### config.mk
export PLATFORM = sky130hd
export DESIGN_NAME = mem_arbiter_flat
export DESIGN_NICKNAME = d
export VERILOG_FILES = /design/src/rtl/mem_arbiter_if.sv /design/src/rtl/mem_arbiter.sv /design/src/flat_wrapper.sv
export SDC_FILE = /design/constraint.sdc
export NUM_CORES = 1
export LEC_CHECK = 0
export ABC_AREA = 0
export CAP_MARGIN = 30
export CORE_MARGIN = 2
export CORE_UTILIZATION = 30
export CTS_BUF_LIST = sky130_fd_sc_hd__clkbuf_8
export DETAILED_ROUTE_END_ITERATION = 7
export HOLD_SLACK_MARGIN = 0.15
export PLACE_DENSITY_LB_ADDON = 0.15
export SETUP_SLACK_MARGIN = 0.2
export SYNTH_ARGS = -nofsm -noshare
export SYNTH_HDL_FRONTEND = slang
export SYNTH_SLANG_ARGS = --single-unit
export TNS_END_PERCENT = 50
### constraint.sdc
create_clock -name clk -period 9.17 [get_ports clk]
set_clock_uncertainty 0.1 [all_clocks]
set_input_delay 1.834 -clock clk [delete_from_list [all_inputs] [get_ports clk]]
set_output_delay 1.834 -clock clk [all_outputs]
set_load 0.02 [all_outputs]
### src/rtl/mem_arbiter_if.sv
// Shared request/response/memory bundle between pipeline stages, the arbiter and the memory.
// No logic of its own: purely wiring, zero latency.
// Requests hold their req until gnt; responses are single-cycle strobes with no backpressure.
interface mem_arbiter_if #(
  parameter int ADDR_W = 32,
  parameter int DATA_W = 32
);
  logic              if_req;
  logic [ADDR_W-1:0] if_addr;
  logic              if_flush;
  logic              if_gnt;
  logic              if_rvalid;
  logic [DATA_W-1:0] if_rdata;

  logic              dm_req;
  logic              dm_we;
  logic [ADDR_W-1:0] dm_addr;
  logic [DATA_W-1:0] dm_wdata;
  logic              dm_gnt;
  logic              dm_rvalid;
  logic [DATA_W-1:0] dm_rdata;

  logic [ADDR_W-1:0] mem_addr;
  logic              mem_rd_wr;
  logic              mem_op_en;
  logic [DATA_W-1:0] mem_wr_data;
  logic [DATA_W-1:0] mem_rd_data;

  // Arbiter side
  modport slave (
    input  if_req, if_addr, if_flush,
    output if_gnt, if_rvalid, if_rdata,
    input  dm_req, dm_we, dm_addr, dm_wdata,
    output dm_gnt, dm_rvalid, dm_rdata,
    output mem_addr, mem_rd_wr, mem_op_en, mem_wr_data,
    input  mem_rd_data
  );

  // Requester / memory side
  modport master (
    output if_req, if_addr, if_flush,
    input  if_gnt, if_rvalid, if_rdata,
    output dm_req, dm_we, dm_addr, dm_wdata,
    input  dm_gnt, dm_rvalid, dm_rdata,
    input  mem_addr, mem_rd_wr, mem_op_en, mem_wr_data,
    output mem_rd_data
  );
endinterface

### src/rtl/mem_arbiter.sv
// Shares one unified memory between fetch (read-only) and data (load/store) with data priority.
// Grant at T, mem_op_en at T+1, rvalid/rdata at T+2+MEM_LAT; one access per MEM_LAT+2 cycles.
// Requesters hold req until gnt; fetch wins after STARVE_MAX data grants; responses cannot stall.
module mem_arbiter #(
  parameter int ADDR_W     = 32,
  parameter int DATA_W     = 32,
  parameter int MEM_LAT    = 1,
  parameter int STARVE_MAX = 4
) (
  input  logic            clk,
  input  logic            reset,
  mem_arbiter_if.slave    bus,
  output logic            busy
);
  typedef enum logic [1:0] {IDLE, ISSUE, WAIT} state_t;

  localparam logic [3:0] LAT_INIT   = 4'(MEM_LAT);
  localparam logic [3:0] STARVE_LIM = 4'(STARVE_MAX);

  state_t            state_q, state_d;
  logic [ADDR_W-1:0] cmd_addr_q;
  logic              cmd_we_q;
  logic [DATA_W-1:0] cmd_wdata_q;
  logic              cmd_fetch_q;
  logic [3:0]        lat_cnt_q;
  logic [3:0]        starve_q;
  logic              drop_q;
  logic              grant_if, grant_dm;
  logic              last_wait;
  logic              if_rvalid_q, dm_rvalid_q;
  logic [DATA_W-1:0] if_rdata_q, dm_rdata_q;

  // Pick the owner of the next access: data first unless fetch has waited too long
  always_comb begin
    grant_if = 1'b0;
    grant_dm = 1'b0;
    if (state_q == IDLE && !reset) begin
      if (bus.if_req && (!bus.dm_req || starve_q == STARVE_LIM)) grant_if = 1'b1;
      else if (bus.dm_req)                                         grant_dm = 1'b1;
    end
  end

  assign last_wait = (state_q == WAIT) && (lat_cnt_q == 4'd1);

  // Next-state logic for the issue / latency sequencing
  always_comb begin
    state_d = state_q;
    case (state_q)
      IDLE:    if (grant_if || grant_dm) state_d = ISSUE;
      ISSUE:   state_d = WAIT;
      WAIT:    if (lat_cnt_q == 4'd1) state_d = IDLE;
      default: state_d = IDLE;
    endcase
  end

  // State register
  always_ff @(posedge clk or posedge reset) begin
    if (reset) state_q <= IDLE;
    else       state_q <= state_d;
  end

  // Capture the winning request; fetches are forced to read with zero write data
  always_ff @(posedge clk or posedge reset) begin
    if (reset) begin
      cmd_addr_q  <= '0;
      cmd_we_q    <= 1'b0;
      cmd_wdata_q <= '0;
      cmd_fetch_q <= 1'b0;
    end else if (grant_if) begin
      cmd_addr_q  <= bus.if_addr;
      cmd_we_q    <= 1'b0;
      cmd_wdata_q <= '0;
      cmd_fetch_q <= 1'b1;
    end else if (grant_dm) begin
      cmd_addr_q  <= bus.dm_addr;
      cmd_we_q    <= bus.dm_we;
      cmd_wdata_q <= bus.dm_wdata;
      cmd_fetch_q <= 1'b0;
    end
  end

  // Latency countdown: loaded in ISSUE, reaches 1 on the cycle memory data is valid
  always_ff @(posedge clk or posedge reset) begin
    if (reset)                  lat_cnt_q <= '0;
    else if (state_q == ISSUE)  lat_cnt_q <= LAT_INIT;
    else if (state_q == WAIT)   lat_cnt_q <= lat_cnt_q - 4'd1;
  end

  // Count data grants that overtook a waiting fetch
  always_ff @(posedge clk or posedge reset) begin
    if (reset)             starve_q <= '0;
    else if (grant_if)     starve_q <= '0;
    else if (grant_dm) begin
      if (!bus.if_req)                  starve_q <= '0;
      else if (starve_q != STARVE_LIM)  starve_q <= starve_q + 4'd1;
    end
  end

  // A flush anywhere from fetch grant to completion drops that fetch's response
  always_ff @(posedge clk or posedge reset) begin
    if (reset)                                                   drop_q <= 1'b0;
    else if (grant_if)                                           drop_q <= bus.if_flush;
    else if (grant_dm)                                           drop_q <= 1'b0;
    else if (state_q != IDLE && cmd_fetch_q && bus.if_flush)     drop_q <= 1'b1;
  end

  // Register memory data into the owner's response; stores complete with zero data
  always_ff @(posedge clk or posedge reset) begin
    if (reset) begin
      if_rvalid_q <= 1'b0;
      dm_rvalid_q <= 1'b0;
      if_rdata_q  <= '0;
      dm_rdata_q  <= '0;
    end else begin
      if_rvalid_q <= 1'b0;
      dm_rvalid_q <= 1'b0;
      if (last_wait) begin
        if (cmd_fetch_q) begin
          if (!drop_q && !bus.if_flush) begin
            if_rvalid_q <= 1'b1;
            if_rdata_q  <= bus.mem_rd_data;
          end
        end else begin
          dm_rvalid_q <= 1'b1;
          dm_rdata_q  <= cmd_we_q ? '0 : bus.mem_rd_data;
        end
      end
    end
  end

  // Memory command is driven only during ISSUE and is zero otherwise
  always_comb begin
    bus.mem_op_en   = (state_q == ISSUE);
    bus.mem_addr    = '0;
    bus.mem_rd_wr   = 1'b0;
    bus.mem_wr_data = '0;
    if (state_q == ISSUE) begin
      bus.mem_addr    = cmd_addr_q;
      bus.mem_rd_wr   = cmd_we_q;
      bus.mem_wr_data = cmd_wdata_q;
    end
  end

  assign bus.if_gnt    = grant_if;
  assign bus.dm_gnt    = grant_dm;
  assign bus.if_rvalid = if_rvalid_q;
  assign bus.if_rdata  = if_rdata_q;
  assign bus.dm_rvalid = dm_rvalid_q;
  assign bus.dm_rdata  = dm_rdata_q;
  assign busy          = (state_q != IDLE);
endmodule

### src/flat_wrapper.sv
// flat-port wrapper written by rule: the top's interface ports become plain ports
module mem_arbiter_flat 
#(
  parameter int ADDR_W     = 32,
  parameter int DATA_W     = 32,
  parameter int MEM_LAT    = 1,
  parameter int STARVE_MAX = 4
)
  (clk, reset, busy, bus_if_req, bus_if_addr, bus_if_flush, bus_if_gnt, bus_if_rvalid, bus_if_rdata, bus_dm_req, bus_dm_we, bus_dm_addr, bus_dm_wdata, bus_dm_gnt, bus_dm_rvalid, bus_dm_rdata, bus_mem_addr, bus_mem_rd_wr, bus_mem_op_en, bus_mem_wr_data, bus_mem_rd_data);
  mem_arbiter_if #(.ADDR_W(ADDR_W), .DATA_W(DATA_W)) bus_i ();
  input  logic clk;
  input  logic reset;
  output logic busy;
  input wire logic [$bits(bus_i.if_req)-1:0] bus_if_req;
  input wire logic [$bits(bus_i.if_addr)-1:0] bus_if_addr;
  input wire logic [$bits(bus_i.if_flush)-1:0] bus_if_flush;
  output wire logic [$bits(bus_i.if_gnt)-1:0] bus_if_gnt;
  output wire logic [$bits(bus_i.if_rvalid)-1:0] bus_if_rvalid;
  output wire logic [$bits(bus_i.if_rdata)-1:0] bus_if_rdata;
  input wire logic [$bits(bus_i.dm_req)-1:0] bus_dm_req;
  input wire logic [$bits(bus_i.dm_we)-1:0] bus_dm_we;
  input wire logic [$bits(bus_i.dm_addr)-1:0] bus_dm_addr;
  input wire logic [$bits(bus_i.dm_wdata)-1:0] bus_dm_wdata;
  output wire logic [$bits(bus_i.dm_gnt)-1:0] bus_dm_gnt;
  output wire logic [$bits(bus_i.dm_rvalid)-1:0] bus_dm_rvalid;
  output wire logic [$bits(bus_i.dm_rdata)-1:0] bus_dm_rdata;
  output wire logic [$bits(bus_i.mem_addr)-1:0] bus_mem_addr;
  output wire logic [$bits(bus_i.mem_rd_wr)-1:0] bus_mem_rd_wr;
  output wire logic [$bits(bus_i.mem_op_en)-1:0] bus_mem_op_en;
  output wire logic [$bits(bus_i.mem_wr_data)-1:0] bus_mem_wr_data;
  input wire logic [$bits(bus_i.mem_rd_data)-1:0] bus_mem_rd_data;
  assign bus_i.if_req = bus_if_req;
  assign bus_i.if_addr = bus_if_addr;
  assign bus_i.if_flush = bus_if_flush;
  assign bus_if_gnt = bus_i.if_gnt;
  assign bus_if_rvalid = bus_i.if_rvalid;
  assign bus_if_rdata = bus_i.if_rdata;
  assign bus_i.dm_req = bus_dm_req;
  assign bus_i.dm_we = bus_dm_we;
  assign bus_i.dm_addr = bus_dm_addr;
  assign bus_i.dm_wdata = bus_dm_wdata;
  assign bus_dm_gnt = bus_i.dm_gnt;
  assign bus_dm_rvalid = bus_i.dm_rvalid;
  assign bus_dm_rdata = bus_i.dm_rdata;
  assign bus_mem_addr = bus_i.mem_addr;
  assign bus_mem_rd_wr = bus_i.mem_rd_wr;
  assign bus_mem_op_en = bus_i.mem_op_en;
  assign bus_mem_wr_data = bus_i.mem_wr_data;
  assign bus_i.mem_rd_data = bus_mem_rd_data;
  mem_arbiter #(.ADDR_W(ADDR_W), .DATA_W(DATA_W), .MEM_LAT(MEM_LAT), .STARVE_MAX(STARVE_MAX)) u_core (.clk(clk), .reset(reset), .bus(bus_i), .busy(busy));
endmodule
* After elaboration in Yosys (flattened, before gate mapping) *
Cells that the tools add are included.

word-level totals
  register bits = 143
  input bits = 134
  output and inout port bits = 135
  logic and storage cells = 78

operators by class
  $add $sub $neg = 2
  equal/unequal tests = 8
  muxes and demuxes = 34
  bitwise gates (word level) = 1
  reduce and logical (&&, ||, !) cells = 21

operators by type and width
  cell                 count
  $mux 32              7
  $mux 4               6
  $mux 1               18
  $logic_and 1x1->1    6
  $pmux 2 s3           1
  $reduce_and 2->1     3
  $reduce_bool 2->1    3
  $add 4x1->4 const B  1
  $eq 4x1->1 const B   1
  $eq 4x3->1 const B   1
  $logic_not 1->1      4
  $mux 2               2
  $ne 2x2->1 const B   2
  $ne 4x3->1 const B   1
  $sub 4x1->4 const B  1
  $ne 3x1->1 const B   1
  $reduce_and 3->1     1
  $reduce_bool 3->1    1
  $eq 2x1->1 const B   1
  $eq 2x2->1 const B   1
  $logic_not 2->1      1
  $logic_or 1x1->1     2
  $not 1->1            1

* Logic depth before layout (Yosys ltp) *
Gate-level depths: netlist (run 1).

  word-level depth = 8
  gate-level depth with buffers = 8
  gate-level depth less buffers = 7

* Worst setup path after synthesis (run 1) *
No wires, ideal clock.

  path type = input port to output port
  from = in reset
  to = out bus_if_gnt
  arrival = 2,663 ps
  required time = 7,236 ps
  path slack = 4,573 ps
  stages = 4
  path buffers = 2
  cell sequence = and2b_1 -> o211a_1 -> buf_2 -> buf_2

between the ends
  longest elaborated chain between the ends = 3

RTL lines
  item                RTL line            text
  start: declaration  flat_wrapper.sv:12  input logic reset;
  $logic_not 1->1     mem_arbiter.sv:37   if (state_q == IDLE && !reset) begin
  $logic_and 1x1->1   mem_arbiter.sv:37
  $mux 1              mem_arbiter.sv:37
  end: declaration    flat_wrapper.sv:17  output wire logic [$bits(bus_i.if_gnt)-1:0] bus_if_gnt;

No other way between the ends.

* Worst setup path after layout (run 1) *
  from = in reset
  to = out bus_dm_gnt

between the ends
  longest elaborated chain between the ends = 3

RTL lines
  item               RTL line            text
  $logic_not 1->1    mem_arbiter.sv:37
  $logic_and 1x1->1  mem_arbiter.sv:37
  $mux 1             mem_arbiter.sv:37
  end: declaration   flat_wrapper.sv:24  output wire logic [$bits(bus_i.dm_gnt)-1:0] bus_dm_gnt;

No other way between the ends.

==> impl_metrics.env, run 1 <==
export IMPL_status="finished, final reports clean"
export IMPL_min_period_ps=5900
export IMPL_drt_wl_total_um=18200
export IMPL_final_nets=1005
export IMPL_start_kind="input pin"
export IMPL_crit_path_end_kind="output port"
export IMPL_cts_resized=0
export IMPL_grt_usage_pct=15.7
export IMPL_fin_hold_ws_ps=388
export IMPL_r2r_cells=7
export IMPL_clock_path_buffers=2
export IMPL_cts_buffers=17
export IMPL_cts_num_sinks=143
export IMPL_fillCellCount=2088
export IMPL_dr_pass1_iters=4
export IMPL_dp_cells=1125
export IMPL_cp_top_family="buffers and inverters"
export IMPL_drt_iter0_drc=180
export IMPL_ys_seq_elements=143
export IMPL_syn_inst=607
export IMPL_gr_total_overflow=0
export IMPL_cp_max_fo=36
export IMPL_setup_viol=0
export IMPL_tns_ps=0
export IMPL_core_um2=21700
export IMPL_fin_crit_sh_pct=64.4
export IMPL_whs_path_depth=1
export IMPL_insertion_delay_ps=430
export IMPL_area_delta_synth_final_pct=51.0
export IMPL_io_pins=269
export IMPL_final_cell_mix="268 x clkdlybuf4s50_1, 143 x dfrtp_1, 106 x nand2_1, 65 x and2_1, 56 x mux2_1"
export IMPL_place_area_um2=9520
export IMPL_layout_setup_ws_ps=3270
export IMPL_p_leak_nw=4.51
export IMPL_max_stage_delay_ps=730
export IMPL_power_density_nw_per_um2=268
export IMPL_antenna_found_initial=1
export IMPL_antenna_cells=0
export IMPL_multiInputGateArea_um2=2770
export IMPL_synthesis_nets=748
export IMPL_cts_tree="built"
export IMPL_grt_pass1_vias=5310
export IMPL_worstSetupPathDepth=5
export IMPL_vias_per_cell=4.52
export IMPL_post_place_ws_ps=3240
export IMPL_clk_pin_slew_worst_paths_ps=80
export IMPL_timing_critical_path_mode_cell="clkdlybuf4s50_1"
export IMPL_vias=5232
export IMPL_hold_viol_final=0
export IMPL_cp_arrival_ps=3970
export IMPL_grt_pass1_wl_um=29400
export IMPL_vdd_drop_max_uv=105
export IMPL_worst_setup_path_type="input pin to output port"
export IMPL_rsz0062_at_grt="no"
export IMPL_regArea_um2=3580
export IMPL_dp_hpwl_um=12000
export IMPL_fp_row_count=54
export IMPL_postSynthAreaPerCell_um2=10.9
export IMPL_cp_required_ps=7240
export IMPL_cts_max_level=4
export IMPL_dieArea_um2=23200
export IMPL_start_util_pct=30.4
export IMPL_die_x_um=152
export IMPL_max_slew_margin_rel_pct=34.0
export IMPL_synth_area_um2=6600
export IMPL_cp_buffers_inverters=3
export IMPL_grt_max_degree=98
export IMPL_drv_slew=0
export IMPL_fin_cells=1157
export IMPL_place_gp_congestion=0.726
export IMPL_max_clock_freq_ghz=0.169
export IMPL_layout_drive_gt1_share_pct=6.27
export IMPL_ant_nets=0
export IMPL_cts_hold_buf=0
export IMPL_die_h_um=152
export IMPL_final_common_cell="clkdlybuf4s50_1"
export IMPL_worstMarginPinSlew_ps=990
export IMPL_hold_class="flip-flop to flip-flop"
export IMPL_postLayoutCellArea_um2=9970
export IMPL_drc=0
export IMPL_postCtsSetupBuffers=0
export IMPL_wl_per_cell_um=15.7
export IMPL_port_buffers=268
export IMPL_cpMaxStageDelayCell="clkdlybuf4s50_1"
export IMPL_yosysUniqueCellTypes=36
export IMPL_drv_cap=0
export IMPL_root_buffer="clkbuf_8"
export IMPL_path_cells="clkdlybuf4s50_1, and2b_1, nand3_4, inv_2, clkdlybuf4s50_1"
export IMPL_yosysSeqAreaShare_pct=54.2
export IMPL_ys_warn_count=0
==> Yosys cell counts <==
| cell | n | area (um^2) |
|---|---|---|
| buf_6 | 7 | 78.8 |
| mux2i_1 | 32 | 320 |
| buf_1 | 1 | 3.75 |
| o41ai_1 | 1 | 8.76 |
| nand4b_1 | 1 | 8.76 |
| nor3_1 | 1 | 5.00 |
| nor4b_1 | 2 | 17.5 |
| nor2_1 | 5 | 18.8 |
| nand2b_1 | 1 | 6.26 |
| o21ai_0 | 6 | 30.0 |
| o22a_1 | 1 | 8.76 |
| inv_1 | 13 | 48.8 |
| o21ai_1 | 32 | 160 |
| nand2_1 | 106 | 398 |
| dfrtp_1 | 143 | 3580 |
| clkbuf_1 | 14 | 52.6 |
| a21oi_1 | 39 | 195 |
| o22ai_1 | 2 | 12.5 |
| buf_4 | 3 | 22.5 |
| ha_1 | 7 | 87.6 |
| nand4_4 | 1 | 21.3 |
| o211a_1 | 1 | 10.0 |
| and3b_1 | 1 | 8.76 |
| mux2_2 | 9 | 101 |
| inv_2 | 1 | 3.75 |
| mux2_1 | 56 | 631 |
| and2b_1 | 1 | 7.51 |
| nand3_2 | 1 | 10.0 |
| buf_2 | 12 | 60.1 |
| nor2b_1 | 34 | 213 |
| nand3_1 | 4 | 20.0 |
| a21o_1 | 1 | 7.51 |
| nor3b_4 | 1 | 18.8 |
| o21a_1 | 1 | 7.51 |
| and2_1 | 65 | 407 |
| nor2_4 | 1 | 11.3 |
==> registers in the layout (all words and copies together), names as in the netlist, 2 cells and up <==
signal,flops
u_core.lat_cnt_q,4
u_core.bus.if_rdata,32
u_core.cmd_wdata_q,32
u_core.bus.dm_rdata,32
u_core.starve_q,4
u_core.state_q,2
u_core.cmd_addr_q,32
==> path summary, 6_finish.rpt <==
| kind | from | end | slack [ps] |
|---|---|---|---|
| max | reset | bus_dm_gnt | 3270 |
| min | u_core.bus.dm_rdata[0] | u_core.bus.dm_rdata[0] | 390 |
| max reg2reg | u_core.state_q[0] | u_core.starve_q[3] | 6580 |
| min reg2reg | u_core.bus.dm_rdata[0] | u_core.bus.dm_rdata[0] | 390 |
| max in group asynchronous | reset | u_core.cmd_addr_q[25] | 5820 |
| min in group asynchronous | reset | u_core.cmd_wdata_q[16] | 1870 |
==> per-layer routing <==
layer / up-vias / wire length [um] / track usage [%]
li1: 2528 / - / -
met1: 2479 / 8280 / 20.4
met2: 206 / 7760 / 23.5
met3: 17 / 1920 / 7.59
met4: 2 / 212 / 4.36
met5: - / 13 / 0
==> per-stage QoR <==
stage / util, % / total power, mW
finish: 46.0 / 2.67
global placement: 43.7 / 2.12
global route: 46.0 / 2.86
detailed placement: 43.9 / 2.13
CTS: 46.0 / 2.72
floorplan: - / 1.62
==> power breakdown <==
group	switching, mW	internal, mW
clock	0.270	0.302
combinational	0.561	0.541
sequential	0.128	0.871
total	0.958	1.71
==> logic make-up (layout without fill, tap and decap cells) <==
group	after synthesis	in the layout	synth area share (%)
and+or+nand+nor	225	225	17.7
DFF	143	143	54.2
muxes	97	97	15.9
AOI/OAI and AO/OA	84	84	6.67
buffers and inverters	51	321	4.09
adders and majority gates	7	7	1.33
==> final cells by class <==
cell class / count / share of cell area [%]
well taps: 280 / 3.51
clock inverters: 15 / 2.11
multi-input cells: 413 / 27.8
inverters: 14 / 0.577
repair buffers: 275 / 27.8
clock buffers: 17 / 2.35
flip-flops and latches: 143 / 35.9
Power figures use the tool's default switching activity.
==> run 2, diff against run 1 <==
==> constraint.sdc (replaced) <==
create_clock -name clk -period 5.8 [get_ports clk]
set_clock_uncertainty 0.1 [all_clocks]
set_input_delay 1.16 -clock clk [delete_from_list [all_inputs] [get_ports clk]]
set_output_delay 1.16 -clock clk [all_outputs]
set_load 0.02 [all_outputs]
==> impl_metrics.env, run 2 (synthesized netlist as in run 1, its figures left out) <==
export IMPL_setup_viol=0
export IMPL_max_stage_delay_ps=760
export IMPL_cp_arrival_ps=2850
export IMPL_final_common_cell="clkdlybuf4s50_1"
export IMPL_rsz0062_at_grt="no"
export IMPL_worst_setup_path_type="flip-flop to output port"
export IMPL_crit_path_end="bus_mem_addr[9]"
export IMPL_cpMaxStageDelayCell="ha_2"
export IMPL_comb_power_share_pct=41.7
export IMPL_cp_max_fo=52
export IMPL_antenna_found_initial=1
export IMPL_fp_row_count=54
export IMPL_dr_pass1_iters=5
export IMPL_hold_viol_final=0
export IMPL_ant_nets=0
export IMPL_layout_setup_ws_ps=1690
export IMPL_rr_endpoint="u_core.cmd_addr_q[26]"
export IMPL_min_period_ps=4110
export IMPL_power_switching_mw=1.51
export IMPL_insertion_delay_ps=440
export IMPL_r2r_cells=8
export IMPL_p_leak_nw=4.53
export IMPL_area_delta_synth_final_pct=51.4
export IMPL_crit_path_end_kind="output port"
export IMPL_postLayoutCellArea_um2=9990
export IMPL_p_int_mw=2.69
export IMPL_cp_top_family="buffers and inverters"
export IMPL_dp_hpwl_um=12100
export IMPL_worstSetupPathDepth=5
export IMPL_pwr_share_seq_pct=37.6
export IMPL_post_place_ws_ps=1680
export IMPL_swShare_pct=36.0
export IMPL_max_slew_margin_rel_pct=42.0
export IMPL_power_density_nw_per_um2=420
export IMPL_grt_pass1_vias=5353
export IMPL_drc=0
export IMPL_die_h_um=152
export IMPL_cts_resized=0
export IMPL_fin_crit_sh_pct=70.9
export IMPL_hold_class="flip-flop to flip-flop"
export IMPL_grt_usage_pct=16.0
export IMPL_postCtsSetupBuffers=0
export IMPL_clock_path_buffers=2
export IMPL_port_buffers=268
export IMPL_place_gp_congestion=0.697
export IMPL_path_cells="inv_1, ha_2, buf_4, and2_1, clkdlybuf4s50_1"
export IMPL_wl_per_cell_um=15.9
export IMPL_final_nets=1008
export IMPL_fillCellCount=2064
export IMPL_gr_total_overflow=0
export IMPL_root_buffer="clkbuf_8"
export IMPL_drv_cap=0
export IMPL_cts_hold_buf=0
export IMPL_clk_pin_slew_worst_paths_ps=80
export IMPL_cts_tree="built"
export IMPL_cp_buffers_inverters=3
export IMPL_start_util_pct=30.4
export IMPL_drt_wl_total_um=18400
export IMPL_cts_num_sinks=143
export IMPL_core_um2=21700
export IMPL_start_kind="flip-flop"
export IMPL_io_pins=269
export IMPL_vdd_drop_max_uv=148
export IMPL_cts_max_level=4
export IMPL_cp_required_ps=4540
export IMPL_vias_per_cell=4.47
export IMPL_cts_buffers=17
export IMPL_antenna_cells=0
export IMPL_status="finished, final reports clean"
export IMPL_worstMarginPinSlew_ps=870
export IMPL_place_area_um2=9540
export IMPL_drv_slew=0
export IMPL_vias=5188
export IMPL_worst_r2r_setup_slack_ps=3530
export IMPL_tns_ps=0
export IMPL_final_cell_mix="268 x clkdlybuf4s50_1, 143 x dfrtp_1, 106 x nand2_1, 65 x and2_1, 56 x mux2_1"
export IMPL_die_x_um=152
export IMPL_reg2reg_from="u_core.state_q[0]"
export IMPL_drt_iter0_drc=211
export IMPL_critPathLaunch="u_core.state_q[1]"
export IMPL_clockPowerShare_pct=20.7
export IMPL_grt_max_degree=78
export IMPL_layout_drive_gt1_share_pct=6.59
export IMPL_max_clock_freq_ghz=0.243
export IMPL_grt_pass1_wl_um=29600
export IMPL_dieArea_um2=23200
-- run 2: cell types whose count changed in the layout (fill, tap and decap cells not counted) --
cell        delta
buf_16         +1
buf_4          +2
bufinv_16      -1
clkbuf_8       +1
clkinv_4       +1
clkinvlp_4     -1
-- run 2: cell type report --
type / count / area [um^2] / share of cell area, %
repair buffers: 278 / 2810 / 28.1
inverters: 14 / 57.6 / 0.576
flip-flops and latches: 143 / 3580 / 35.8
clock inverters: 14 / 181 / 1.82
multi-input cells: 413 / 2770 / 27.7
well taps: 280 / 350 / 3.51
clock buffers: 18 / 248 / 2.48
-- run 2: per-layer routing --
layer  GRT usage, %  share of wire [%]
met1           20.8                 45
met2           23.3                 43
met3           8.53                 11
met4           4.23                1.1
met5              0              0.071
-- run 2: how the worst min path moves through the flow --
stage                                 start                       to  slack [ps]  cells past startpoint
detailed placement  u_core.bus.dm_rdata[15]  u_core.bus.dm_rdata[15]         380                      1
finish               u_core.bus.dm_rdata[2]   u_core.bus.dm_rdata[2]         390                      1
floorplan                u_core.starve_q[2]       u_core.starve_q[2]         380                      1
global route        u_core.bus.dm_rdata[17]  u_core.bus.dm_rdata[17]         410                      1
global placement    u_core.bus.dm_rdata[17]  u_core.bus.dm_rdata[17]         370                      1
CTS                 u_core.bus.dm_rdata[17]  u_core.bus.dm_rdata[17]         400                      1
-- run 2: power by group through the flow --
stage / combinational [mW] / clock (mW) / sequential, mW
after detailed placement: 1.78 / 0 / 1.60
after global placement: 1.76 / 0 / 1.59
final: 1.75 / 0.868 / 1.58
after floorplan: 0.847 / 0 / 1.72
after global routing: 1.92 / 0.950 / 1.63
after CTS: 1.78 / 0.907 / 1.58
-- run 2: stage by stage --
stage	power, mW	cells	hold slack [ps]	util (%)
6_report	4.20	1160	390	46.1
5_1_grt	4.50	1160	406	46.1
3_5_place_dp	3.38	1127	376	44.0
3_3_place_gp	3.35	1125	370	43.8
4_1_cts	4.27	1159	397	46.0
2_1_floorplan	2.57	607	383	-
